[config.mk]
export PLATFORM = sky130hd
export DESIGN_NAME = if_stage_fetch
export DESIGN_NICKNAME = d
export VERILOG_FILES = /design/src/rtl/if_stage_fetch.sv
export SDC_FILE = /design/constraint.sdc
export NUM_CORES = 1
export LEC_CHECK = 0
export CAP_MARGIN = 10
export CORE_MARGIN = 1.5
export CORE_UTILIZATION = 25
export CTS_BUF_LIST = sky130_fd_sc_hd__clkbuf_8 sky130_fd_sc_hd__clkbuf_16
export DETAILED_ROUTE_END_ITERATION = 10
export PLACE_DENSITY = 0.53
export SLEW_MARGIN = 10
export SYNTH_ARGS = -nofsm -noshare
export SYNTH_HDL_FRONTEND = slang
export SYNTH_SLANG_ARGS = --single-unit
[constraint.sdc]
create_clock -name clk -period 2.6 [get_ports clk]
set_clock_uncertainty 0.15 [all_clocks]
set_input_delay 0.52 -clock clk [delete_from_list [all_inputs] [get_ports clk]]
set_output_delay 0.52 -clock clk [all_outputs]
set_load 0.01 [all_outputs]
[src/rtl/if_stage_fetch.sv]
// Instruction-fetch stage with an integrated IF/ID pipeline register.
// Drives a req/ready instruction memory, buffers one word on stall, redirects on branch.
module if_stage_fetch #(
  parameter logic [31:0] RESET_PC = 32'h0000_0000
) (
  input  logic        clk,
  input  logic        rst_n,
  input  logic        Stall,
  input  logic        Branch,
  input  logic [31:0] Branch_Target,
  output logic        imem_req,
  output logic [31:0] imem_addr,
  input  logic        imem_ready,
  input  logic [31:0] imem_rdata,
  output logic [31:0] ID_Inst_org,
  output logic [31:0] ID_PC4,
  output logic        ID_Valid,
  output logic        IF_Busy
);

  typedef enum logic [1:0] {
    S_FETCH = 2'd0,
    S_HOLD  = 2'd1,
    S_DROP  = 2'd2
  } state_t;

  localparam logic [31:0] PC_MASK  = 32'hFFFF_FFFC;
  localparam logic [31:0] RESET_PC_ALIGNED = RESET_PC & PC_MASK;

  state_t      r_state, w_state_n;
  logic [31:0] r_pc, w_pc_n;
  logic [31:0] r_old_pc, w_old_pc_n;
  logic [31:0] r_skid_inst, w_skid_inst_n;
  logic [31:0] r_skid_pc4, w_skid_pc4_n;
  logic [31:0] r_id_inst, w_id_inst_n;
  logic [31:0] r_id_pc4, w_id_pc4_n;
  logic        r_id_valid, w_id_valid_n;
  logic [31:0] w_pc_plus4;
  logic [31:0] w_target;

  assign w_pc_plus4 = r_pc + 32'd4;
  assign w_target   = Branch_Target & PC_MASK;

  // Request is gated by rst_n so it drops the instant reset asserts.
  assign imem_req    = rst_n & (r_state != S_HOLD);
  assign imem_addr   = (r_state == S_DROP) ? r_old_pc : r_pc;
  assign ID_Inst_org = r_id_inst;
  assign ID_PC4      = r_id_pc4;
  assign ID_Valid    = r_id_valid;
  assign IF_Busy     = (r_state != S_FETCH);

  // Next-state and datapath update: Branch beats Stall beats normal advance.
  always_comb begin
    w_state_n     = r_state;
    w_pc_n        = r_pc;
    w_old_pc_n    = r_old_pc;
    w_skid_inst_n = r_skid_inst;
    w_skid_pc4_n  = r_skid_pc4;
    w_id_inst_n   = r_id_inst;
    w_id_pc4_n    = r_id_pc4;
    w_id_valid_n  = r_id_valid;
    if (Branch) begin
      w_pc_n        = w_target;
      w_id_inst_n   = 32'd0;
      w_id_pc4_n    = 32'd0;
      w_id_valid_n  = 1'b0;
      w_skid_inst_n = 32'd0;
      w_skid_pc4_n  = 32'd0;
      case (r_state)
        S_FETCH: begin
          if (!imem_ready) begin
            w_old_pc_n = r_pc;
            w_state_n  = S_DROP;
          end else begin
            w_state_n  = S_FETCH;
          end
        end
        S_HOLD:  w_state_n = S_FETCH;
        S_DROP:  w_state_n = imem_ready ? S_FETCH : S_DROP;
        default: w_state_n = S_FETCH;
      endcase
    end else begin
      case (r_state)
        S_FETCH: begin
          if (imem_ready) begin
            w_pc_n = w_pc_plus4;
            if (Stall) begin
              w_skid_inst_n = imem_rdata;
              w_skid_pc4_n  = w_pc_plus4;
              w_state_n     = S_HOLD;
            end else begin
              w_id_inst_n  = imem_rdata;
              w_id_pc4_n   = w_pc_plus4;
              w_id_valid_n = 1'b1;
            end
          end else if (!Stall) begin
            w_id_inst_n  = 32'd0;
            w_id_pc4_n   = 32'd0;
            w_id_valid_n = 1'b0;
          end else begin
            w_id_valid_n = r_id_valid;
          end
        end
        S_HOLD: begin
          if (!Stall) begin
            w_id_inst_n  = r_skid_inst;
            w_id_pc4_n   = r_skid_pc4;
            w_id_valid_n = 1'b1;
            w_state_n    = S_FETCH;
          end else begin
            w_state_n    = S_HOLD;
          end
        end
        S_DROP: begin
          // The in-flight word belongs to the abandoned path and is never used.
          if (imem_ready) begin
            w_state_n = S_FETCH;
            if (!Stall) begin
              w_id_inst_n  = 32'd0;
              w_id_pc4_n   = 32'd0;
              w_id_valid_n = 1'b0;
            end else begin
              w_id_valid_n = r_id_valid;
            end
          end else begin
            w_state_n = S_DROP;
          end
        end
        default: w_state_n = S_FETCH;
      endcase
    end
  end

  // State, PC, skid buffer and IF/ID registers.
  always_ff @(posedge clk or negedge rst_n) begin
    if (!rst_n) begin
      r_state     <= S_FETCH;
      r_pc        <= RESET_PC_ALIGNED;
      r_old_pc    <= 32'd0;
      r_skid_inst <= 32'd0;
      r_skid_pc4  <= 32'd0;
      r_id_inst   <= 32'd0;
      r_id_pc4    <= 32'd0;
      r_id_valid  <= 1'b0;
    end else begin
      r_state     <= w_state_n;
      r_pc        <= w_pc_n;
      r_old_pc    <= w_old_pc_n;
      r_skid_inst <= w_skid_inst_n;
      r_skid_pc4  <= w_skid_pc4_n;
      r_id_inst   <= w_id_inst_n;
      r_id_pc4    <= w_id_pc4_n;
      r_id_valid  <= w_id_valid_n;
    end
  end

endmodule

==> qor.txt <==
period utilisation layout - 99.0%
Yosys warning count - 0
MaxCap Viol Count - 0
Cells after DPL - 1755
first-pass GRT wire length - 55900 um
Starting Density - 25.3%
share of layout cells above drive strength 1 - 19.7%
Synth cell types - 65
DR iter-0 viols - 787
Hold EP - ID_Valid
Placement Cell Area - 0.0130 sq mm
vias per cell - 5.30
Slew @ Worst Pin - 0.859 ns
Final Core Density - 34.4%
final hold viol count - 0
CP Class - flop to output pin
post-synthesis simple-gate area fraction - 13.3%
Max stage delay on crit path - 0.40 ns
CTS root buffer - clkbuf_16
Die W - 206 um
Worst Hold Depth - 2
ANT nets after route - 0
P_leak - 0.00569 uW
hold path startpoint - Branch
Post-Synthesis Cells - 1079
GRT Util Overall - 17.3%
DRC errors left - 0
nets - 1333
final instance count without filler cells - 1804
Most Frequent Cell on Critical Path - buf_6
Worst R2R Path Depth - 8
GP Congestion - 0.799
initial antenna violation count - 2
mux contribution to synthesized area - 5.93%
Crit Path Max Fanout - 5
Top FF cell, synth - dfrtp_1
hold crit path type - primary input to flop
synthesized area - 0.0103 sq mm
reg2reg start - r_state[1]
CTS sink cnt - 190
number of global-route vias before repair - 9255
Cell Rows - 74
Clock Latency Late Sink - 0.45 ns
fraction of the mapped netlist area in adder cells - 0.608%
Slew headroom - 42.7%
min Tclk post-route - 2.57 ns
Seq/Total Area, Yosys - 46.2%
Clock transition at path regs - 0.07 ns
Setup crit end kind - output pin
reg2reg setup slack - 0.07 ns
Congestion Overflow GR - 0
Yosys top cell by area - dfrtp_1
PD cells - 855 mW/mm^2
pin count of the biggest net entering global routing - 95
total number of H-tree levels - 4
chip height - 206 um
Core ar. - 0.0407 sq mm
IO Pins - 168
Synth Area in Compound Gates - 25.2%
DR vias - 9561
Worst EP arrival - 1.90 ns
area grow syn2layout - 36.1%
DPL Wire Length - 24000 um
reg-to-reg critical path endpoint - ID_PC4[26]
I/O Buffers - 163
full die area - 0.0424 sq mm
Worst setup SP type - flop
TritonRoute pass-1 iters - 5
Worst EP required - 1.93 ns
Synth area leaders - dfrtp_1, mux2_2, nand2_1, o21ai_0, a22o_1
top-area cell type share of the netlist area - 46.2%
fin area - 0.0140 sq mm
Synth async-reset ratio - 100%
Slew Limit Fails - 0
Final setup viols - 0
CP cell instances - inv_2, ha_4, buf_6, buf_8, mux2_4, buf_6
CTS Buffer Depth - 2
Power, Total - 12000 uW
outcome - finished, final reports clean
#FFs+latches synth - 190
average instance area after synthesis - 9.54 sq um
CP max-delay cell - dfrtp_1
Post-synth EDFFs - 0
Num CTS Buffers - 17
total wire length - 36200 um
peak supply drop - 467 uV
Max Clk Rate - 389 MHz
CTS tree - done
drt wl/cell - 20.1 um
largest family of logic cells by synthesized area - compound AO/OA/AOI/OAI gates
RSZ-0062 raised after global routing - yes
Inserted Diodes - 0
post-synthesis xor/xnor area fraction - 3.91%
how the worst max path moves through the flow:
stage | startpoint | cells past startpoint | endpoint | slack [ns]
after detailed placement | Stall | 6 | ID_PC4[19] | 0.03
after CTS | r_state[0] | 5 | imem_addr[5] | -0.03
after global routing | r_state[0] | 6 | imem_addr[11] | -0.04
after global placement | Stall | 6 | ID_PC4[23] | 0.05
after floorplan | r_state[0] | 10 | ID_PC4[25] | 0.09
final | r_state[0] | 6 | imem_addr[12] | 0.03
kinds of logic after synthesis:
group                      Yosys count
muxes                               54
AOI/OAI and AO/OA                  369
buffers and inverters              123
xor gates and xnor gates            46
other                                1
and+or+nand+nor                    291
adders and majority gates            5
DFF                                190
report_power, final:
group          internal, uW  total [uW]  switching [uW]
logic                  2470        4980            2500
registers              3630        4130             507
clock network          1630        2870            1250
total                  7720       12000            4260
layer usage:
layer / share of wire [%] / track usage [%] / routed length, um
met5: 0.047 / 0 / 17
met4: 1.2 / 4.61 / 432
met3: 7.1 / 3.47 / 2570
met2: 46 / 27.0 / 16700
met1: 46 / 24.2 / 16600
critical path: cells and delay by family (launching register included):
kind / cells / cell delay, ns
flip-flops: 1 / 0.40
buffers and inverters: 4 / 0.47
multiplexers: 1 / 0.31
adder cells (fa/ha/maj): 1 / 0.25
sequential cells by signal (all words and copies together) (netlist names):
| signal | cells |
|---|---|
| r_skid_inst | 32 |
| ID_PC4 | 32 |
| r_state | 2 |
| ID_Inst_org | 32 |
| r_old_pc | 30 |
| r_pc | 30 |
| r_skid_pc4 | 31 |
| ID_Valid | 1 |
timing repair:
item	4_1_cts	5_1_grt
setup endpoints to repair	32	55
hold endpoints to repair	1	0
gates resized for setup	144	48
hold buffers	1	0
gates cloned	2	1
buffers inserted	13	0
cells in the mapped netlist (6+ instances only):
library cell / n
nor4_1: 9
xor2_1: 19
o41ai_1: 16
o21ai_0: 109
a22o_1: 42
a21oi_1: 46
xnor2_1: 27
o31ai_1: 7
or3_1: 6
a21o_1: 14
nand4_1: 13
dfrtp_1: 190
a221o_1: 25
and2_1: 6
o221ai_1: 7
clkbuf_1: 86
nand3_1: 22
a22oi_1: 11
buf_1: 9
mux2_2: 52
a221oi_1: 35
nor2_1: 29
buf_2: 13
nor3_1: 17
a211oi_1: 21
nand2_1: 155
a31oi_1: 9
inv_1: 11
stage by stage:
step	hold WS (ns)	worst slack [ns]	TNS [ns]
after CTS	0.217	-0.0323	-0.0994
after global routing	0.249	-0.0426	-0.328
after global placement	0.179	0.0504	0
after detailed placement	0.178	0.0280	0
after floorplan	0.0744	0.0943	0
final	0.236	0.0268	0
cells in the final DEF (no fill, tap or decap), types with 10 or more instances in the layout:
master / instances
o21ai_0: 108
o41ai_1: 16
nand4_1: 13
inv_1: 10
clkdlybuf4s50_1: 128
buf_6: 34
nor2_1: 27
a21o_1: 14
nor3_1: 16
nand2_1: 155
a22oi_1: 11
mux2_4: 26
a221o_1: 25
clkbuf_16: 18
nand3_1: 22
a211oi_1: 21
xnor2_1: 27
a221oi_1: 34
a21oi_1: 45
mux2_2: 27
a22o_1: 42
buf_4: 86
xor2_1: 19
dfrtp_1: 190
layout make-up:
class	count	area (sq um)
well taps	532	666
clock buffers	21	480
clock inverters	11	153
inverters	11	41.3
repair buffers	272	2670
multi-input cells	767	5240
fillers	4180	26700
flip-flops and latches	190	4750
Power figures use the tool's default switching activity.
==> patch 1 (config.mk and constraints unchanged) <==
Re-encode `state_t` (3 states) as one-hot, 3 bits wide.
--- a/src/rtl/if_stage_fetch.sv
+++ b/src/rtl/if_stage_fetch.sv
@@ -18,10 +18,10 @@
   output logic        IF_Busy
 );
 
-  typedef enum logic [1:0] {
-    S_FETCH = 2'd0,
-    S_HOLD  = 2'd1,
-    S_DROP  = 2'd2
+  typedef enum logic [2:0] {
+    S_FETCH = 3'b001,
+    S_HOLD  = 3'b010,
+    S_DROP  = 3'b100
   } state_t;
 
   localparam logic [31:0] PC_MASK  = 32'hFFFF_FFFC;
Behaviour: same outputs for any inputs over 4 cycles, from zero or initial values and one cycle with rst_n low; so few cycles prove little.
==> patch 1 against the unedited design <==
- final area decreased by 0.22%
- final cell count is 0.44% higher
- sequential share of layout area grew 0.27 points
- routed wire length decreased by 1.1%
- setup slack worse by 0.050 ns
- synthesized area shrank 0.30%
- sequential cell count increased by 1
- critical endpoint is now imem_addr[7]
- via count is 4.5% lower
- the flow now finishes with violations (setup timing)
- non-clock buffer count is 3 lower
Power is not compared: it rests on default switching activity, and its combinational part moved more than twofold at a synthesized area within 25%.
==> patch 1: results (changes against the unedited design) <==
* Area Growth Syn to Fin at 36.2% (was 36.1%)
* GPL Wtd Cong at 0.800 (was 0.799)
* Met2 Resource Use GR at 26.6% (was 27.0%)
* DR WL/cell at 19.8 um (was 20.1 um)
* Resized cells post-CTS at 199 (was 144)
* Detailed-route via count at 9127 (was 9561)
* Worst hold path startpoint: r_skid_pc4[3]$_DFFE_PN0P_ (was Branch)
* Final setup violation count at 5 (was 0)
* Slowest library cell on the worst path: dfrtp_2 (was dfrtp_1)
* Setup TNS after final layout at -0.0402 ns (was 0 ns)
* Cell Area, Placed at 0.0129 mm^2 (was 0.0130 mm^2)
* Failing checks: setup timing
* Routed met3 length at 2140 um (was 2570 um)
* Met1 usage at 24.2% (about the same)
* Worst-path fanout max at 6 (was 5)
* Setup slack after layout at -0.0230 ns (was 0.0268 ns)
* Share of layout cells above drive strength 1 at 20.2% (was 19.7%)
* Synth Area in Adders at 0.122% (was 0.608%)
* HP Class: register to register (was primary input to register)
* Fmax at 381 MHz (was 389 MHz)
* XOR/XNOR Fraction of Synth Area at 4.44% (was 3.91%)
* CP arrival at 1.95 ns (was 1.90 ns)
* R2R cell count at 10 (was 8)
* Synth area leaders: dfrtp_1 46%, nand2_1 5.6%, mux2_2 5.5%, a22oi_1 5.2%, o21ai_0 5.1% (was dfrtp_1 46%, mux2_2 5.7%, nand2_1 5.7%, o21ai_0 5.3%, a22o_1 3.6%)
* DR top layer: met4 (was met5)
* Wire length on met1 at 17000 um (was 16600 um)
* Critical path's largest stage delay at 0.43 ns (was 0.40 ns)
* HPWL Detailed at 24000 um (about the same)
* Critical path origin: r_state[1]$_DFFE_PN0P_ (was r_state[0]$_DFFE_PN0P_)
* Global-route wire length before repair at 55400 um (was 55900 um)
* Synth cell types at 76 (was 65)
* Critical Path End: imem_addr[7] (was imem_addr[12])
* Hold worst-path end: r_skid_pc4[3]$_DFFE_PN0P_ (was ID_Valid$_DFFE_PN0P_)
* Outcome: finished with violations (was finished, final reports clean)
* R2R setup slack at 0.13 ns (was 0.07 ns)
* Final #Nets at 1335 (was 1333)
* Met2 Wirelength at 16300 um (was 16700 um)
* R2R Path End: ID_PC4[15]$_DFFE_PN0P_ (was ID_PC4[26]$_DFFE_PN0P_)
* Synth Area in Compound Gates at 22.1% (was 25.2%)
* Proportion of synthesized area in mux cells at 5.68% (was 5.93%)
* DRT iter0 DRCs at 566 (was 787)
* Synth cell count leaders: 190 x dfrtp_1, 154 x nand2_1, 104 x o21ai_0 (was 190 x dfrtp_1, 155 x nand2_1, 109 x o21ai_0)
[patch 1: cell count changes after synthesis, moves of 7 or more]
cell       change
a22oi_1       +60
nor2_1        +38
a221oi_1      -32
clkbuf_1      -28
a221o_1       -24
a21oi_1       -19
buf_2         +19
a211oi_1      -17
o41ai_1       -15
a2bb2oi_1     +14
a21o_1        -12
a32oi_1        +7
[patch 1: layout make-up]
| cell class | count | area share, % |
|---|---|---|
| antenna | 2 | 0.0358 |
| clock buffer | 17 | 3.04 |
| clock inverter | 15 | 1.30 |
| inverter | 6 | 0.161 |
| multi-input combinational | 780 | 37.2 |
| sequential | 191 | 34.2 |
| tap | 532 | 4.76 |
| timing repair buffer | 269 | 19.3 |
[patch 1: through the flow]
stage / setup slack, ns / instances
after floorplan: 0.204 / 1082
after global placement: -0.0955 / 1757
after detailed placement: -0.122 / 1757
after CTS: -0.0772 / 1807
after global routing: -0.0995 / 1810
final: -0.0230 / 1812
==> patch 2 (same settings) <==
Made on the original files. Add an input register stage for `Branch_Target`, with the module's reset; this delays it by one clock. The other inputs are not delayed to match.
--- a/src/rtl/if_stage_fetch.sv
+++ b/src/rtl/if_stage_fetch.sv
@@ -27,6 +27,16 @@
   localparam logic [31:0] PC_MASK  = 32'hFFFF_FFFC;
   localparam logic [31:0] RESET_PC_ALIGNED = RESET_PC & PC_MASK;
 
+  logic [31:0] Branch_Target_q;
+
+  always_ff @(posedge clk or negedge rst_n) begin
+    if (!rst_n) begin
+      Branch_Target_q <= '0;
+    end else begin
+      Branch_Target_q <= Branch_Target;
+    end
+  end
+
   state_t      r_state, w_state_n;
   logic [31:0] r_pc, w_pc_n;
   logic [31:0] r_old_pc, w_old_pc_n;
@@ -39,7 +49,7 @@
   logic [31:0] w_target;
 
   assign w_pc_plus4 = r_pc + 32'd4;
-  assign w_target   = Branch_Target & PC_MASK;
+  assign w_target   = Branch_Target_q & PC_MASK;
 
   // Request is gated by rst_n so it drops the instant reset asserts.
   assign imem_req    = rst_n & (r_state != S_HOLD);
Check against the original RTL: not equivalent (a bounded check fails within 4 cycles, from zero or initial values and one cycle with rst_n low).
==> patch 2 against the unedited design <==
- the flow now finishes with violations (setup timing)
- largest power group is now registers
- routed wire length is 3.7% higher
- hold slack better by 0.0031 ns
- sequential cell count is 30 higher
- synthesized area is 8.7% higher
- utilization is 0.27 points lower
- global-route usage is 1.5 points lower
- setup slack worse by 0.15 ns
- largest cell class is now sequential cells
- critical endpoint is now imem_addr[19]
- total power is 1.3% lower
- final area is 7.7% higher
==> patch 2: results (changes against the unedited design) <==
* Outcome: finished with violations (was finished, final reports clean)
* Failing checks: setup timing
* Fillcell total at 4451 (was 4180)
* Largest net degree at the start of global routing at 114 (was 95)
* Final setup violation count at 16 (was 0)
* CTS buffer count at 26 (was 17)
* HP Class: primary input to register (unchanged)
* Hold worst-path end: Branch_Target_q[15]$_DFF_PN0_ (was ID_Valid$_DFFE_PN0P_)
* Share of layout cells above drive strength 1 at 20.5% (was 19.7%)
* Synth cell count leaders: 220 x dfrtp_1, 178 x nand2_1, 79 x o21ai_0 (was 190 x dfrtp_1, 155 x nand2_1, 109 x o21ai_0)
* Worst hold path startpoint: Branch_Target[15] (was Branch)
* Final wirelength at 37600 um (was 36200 um)
* CTS clk-pin slew, worst paths at ~0.06 ns
* CTS Buffer Depth at 3 (was 2)
* Worst-path fanout max at 5 (unchanged)
* Hold Path Depth at 1 (was 2)
* HPWL Detailed at 24300 um (was 24000 um)
* Synth cell types at 65 (unchanged)
* Critical path's largest stage delay at 0.42 ns (was 0.40 ns)
* IO buf count at 163 (unchanged)
* Final #Nets at 1359 (was 1333)
* R2R cell count at 11 (was 8)
* Cell Area, Placed at 0.0138 mm^2 (was 0.0130 mm^2)
* CP arrival at 2.05 ns (was 1.90 ns)
* Initial antenna violation count at 2 (unchanged)
* Post-synthesis sequential area ratio at 49.2% (was 46.2%)
* DR top layer: met5 (unchanged)
* Vias in the first global route at 9374 (was 9255)
* Drt first pass iters at 5 (unchanged)
* DRT iter0 DRCs at 625 (was 787)
* Met2 Wirelength at 17300 um (was 16700 um)
* Synth area leaders: dfrtp_1 49%, nand2_1 6.0%, mux2_2 5.6%, a22o_1 4.5%, o21ai_0 3.5% (was dfrtp_1 46%, mux2_2 5.7%, nand2_1 5.7%, o21ai_0 5.3%, a22o_1 3.6%)
* Overall routing resource usage at 15.7% (was 17.3%)
* H-tree Lvls at 1 (was 4)
* Placed Cells at 1828 (was 1755)
* Via density at 4.99 (was 5.30)
* Reg2reg start: r_state[0]$_DFFE_PN0P_ (was r_state[1]$_DFFE_PN0P_)
* Leakage power at 6.31 nW (was 5.69 nW)
* R2R setup slack at 0.13 ns (was 0.07 ns)
* Global-route wire length before repair at 57400 um (was 55900 um)
* VDD IR max at 0.000484 V (was 0.000467 V)
* Relative slew slack at 47.9% (was 42.7%)
* Async SR Flop Fraction at 100% (unchanged)
* GPL Wtd Cong at 0.776 (was 0.799)
* Clock root buffer: clkbuf_16 (unchanged)
* Sw power at 3.89 mW (was 4.26 mW)
* Setup slack after layout at -0.124 ns (was 0.0268 ns)
* Slowest library cell on the worst path: dfrtp_1 (unchanged)
* Wire length on met1 at 17800 um (was 16600 um)
* R2R Path End: ID_PC4[21]$_DFFE_PN0P_ (was ID_PC4[26]$_DFFE_PN0P_)
* Fin Hold WS at 0.239 ns (was 0.236 ns)
* Routed met3 length at 1610 um (was 2570 um)
* Clk_lat worst skew at 0.57 ns (was 0.45 ns)
* Yosys warning count at 0 (unchanged)
* Finished Layout Cells at 1890 (was 1804)
* Synth Area per Inst at 10.1 um^2 (was 9.54 um^2)
[patch 2: kinds of logic after synthesis]
family	synth area share, %
mux	5.82
flops	49.2
simple gates	12.0
compound gates	23.3
fa+ha+maj	0.559
xor+xnor	4.60
buf+inv	4.47
other cells	0.0335
[patch 2: metal layers]
layer / track usage, % / vias to the layer above
met2: 25.4 / 250
li1: - / 4393
met1: 21.8 / 4740
met5: 0 / -
met3: 2.68 / 47
met4: 3.99 / 2
[patch 2: what timing repair did]
action                     in CTS  in global routing
hold buffers                    1                  0
pin swaps                       1                  6
buffers inserted                3                 12
gates cloned                    1                  4
setup endpoints to repair      77                 66
gates resized for setup       129                 81
hold endpoints to repair      157                  0
[patch 2: worst max path at each step]
stage / slack, ns / end / startpoint
2_1_floorplan: 0.19 / imem_addr[10] / r_state[0]$_DFFE_PN0P_
3_3_place_gp: -0.28 / ID_Inst_org[16]$_DFFE_PN0P_ / Stall
3_5_place_dp: -0.34 / ID_Inst_org[16]$_DFFE_PN0P_ / Stall
4_1_cts: -0.18 / imem_addr[20] / r_state[0]$_DFFE_PN0P_
5_1_grt: -0.16 / imem_addr[19] / r_state[1]$_DFFE_PN0P_
6_report: -0.12 / imem_addr[19] / r_state[1]$_DFFE_PN0P_
[patch 2: metrics by stage]
stage | TNS (ns) | setup slack [ns] | power, mW
floorplan | 0 | 0.189 | 6.21
global placement | -8.32 | -0.280 | 7.99
detailed placement | -10.57 | -0.338 | 8.07
CTS | -2.14 | -0.184 | 11.7
global route | -2.52 | -0.164 | 12.4
finish | -0.833 | -0.124 | 11.8
[patch 2: power groups by stage]
stage	Sequential, mW	Clock (mW)	Combinational, mW
global route	4.50	3.73	4.22
global placement	4.43	0	3.56
floorplan	4.43	0	1.78
detailed placement	4.46	0	3.61
CTS	4.41	3.61	3.66
finish	4.42	3.50	3.91
[patch 2: cell type report]
type	count	area, um^2	area share, %
multi-input combinational	771	5410	35.8
tap	592	741	4.91
sequential	220	5510	36.5
clock inverter	10	92.6	0.614
timing repair buffer	259	2610	17.3
antenna	1	2.50	0.0166
inverter	7	26.3	0.174
clock buffer	30	706	4.68
[patch 2: worst max-delay path, delay by kind of cell, from the launching register on]
family     cells  cell delay, ns
fa+ha+maj      1            0.20
buf+inv        4            0.54
flops          1            0.42
mux            1            0.31
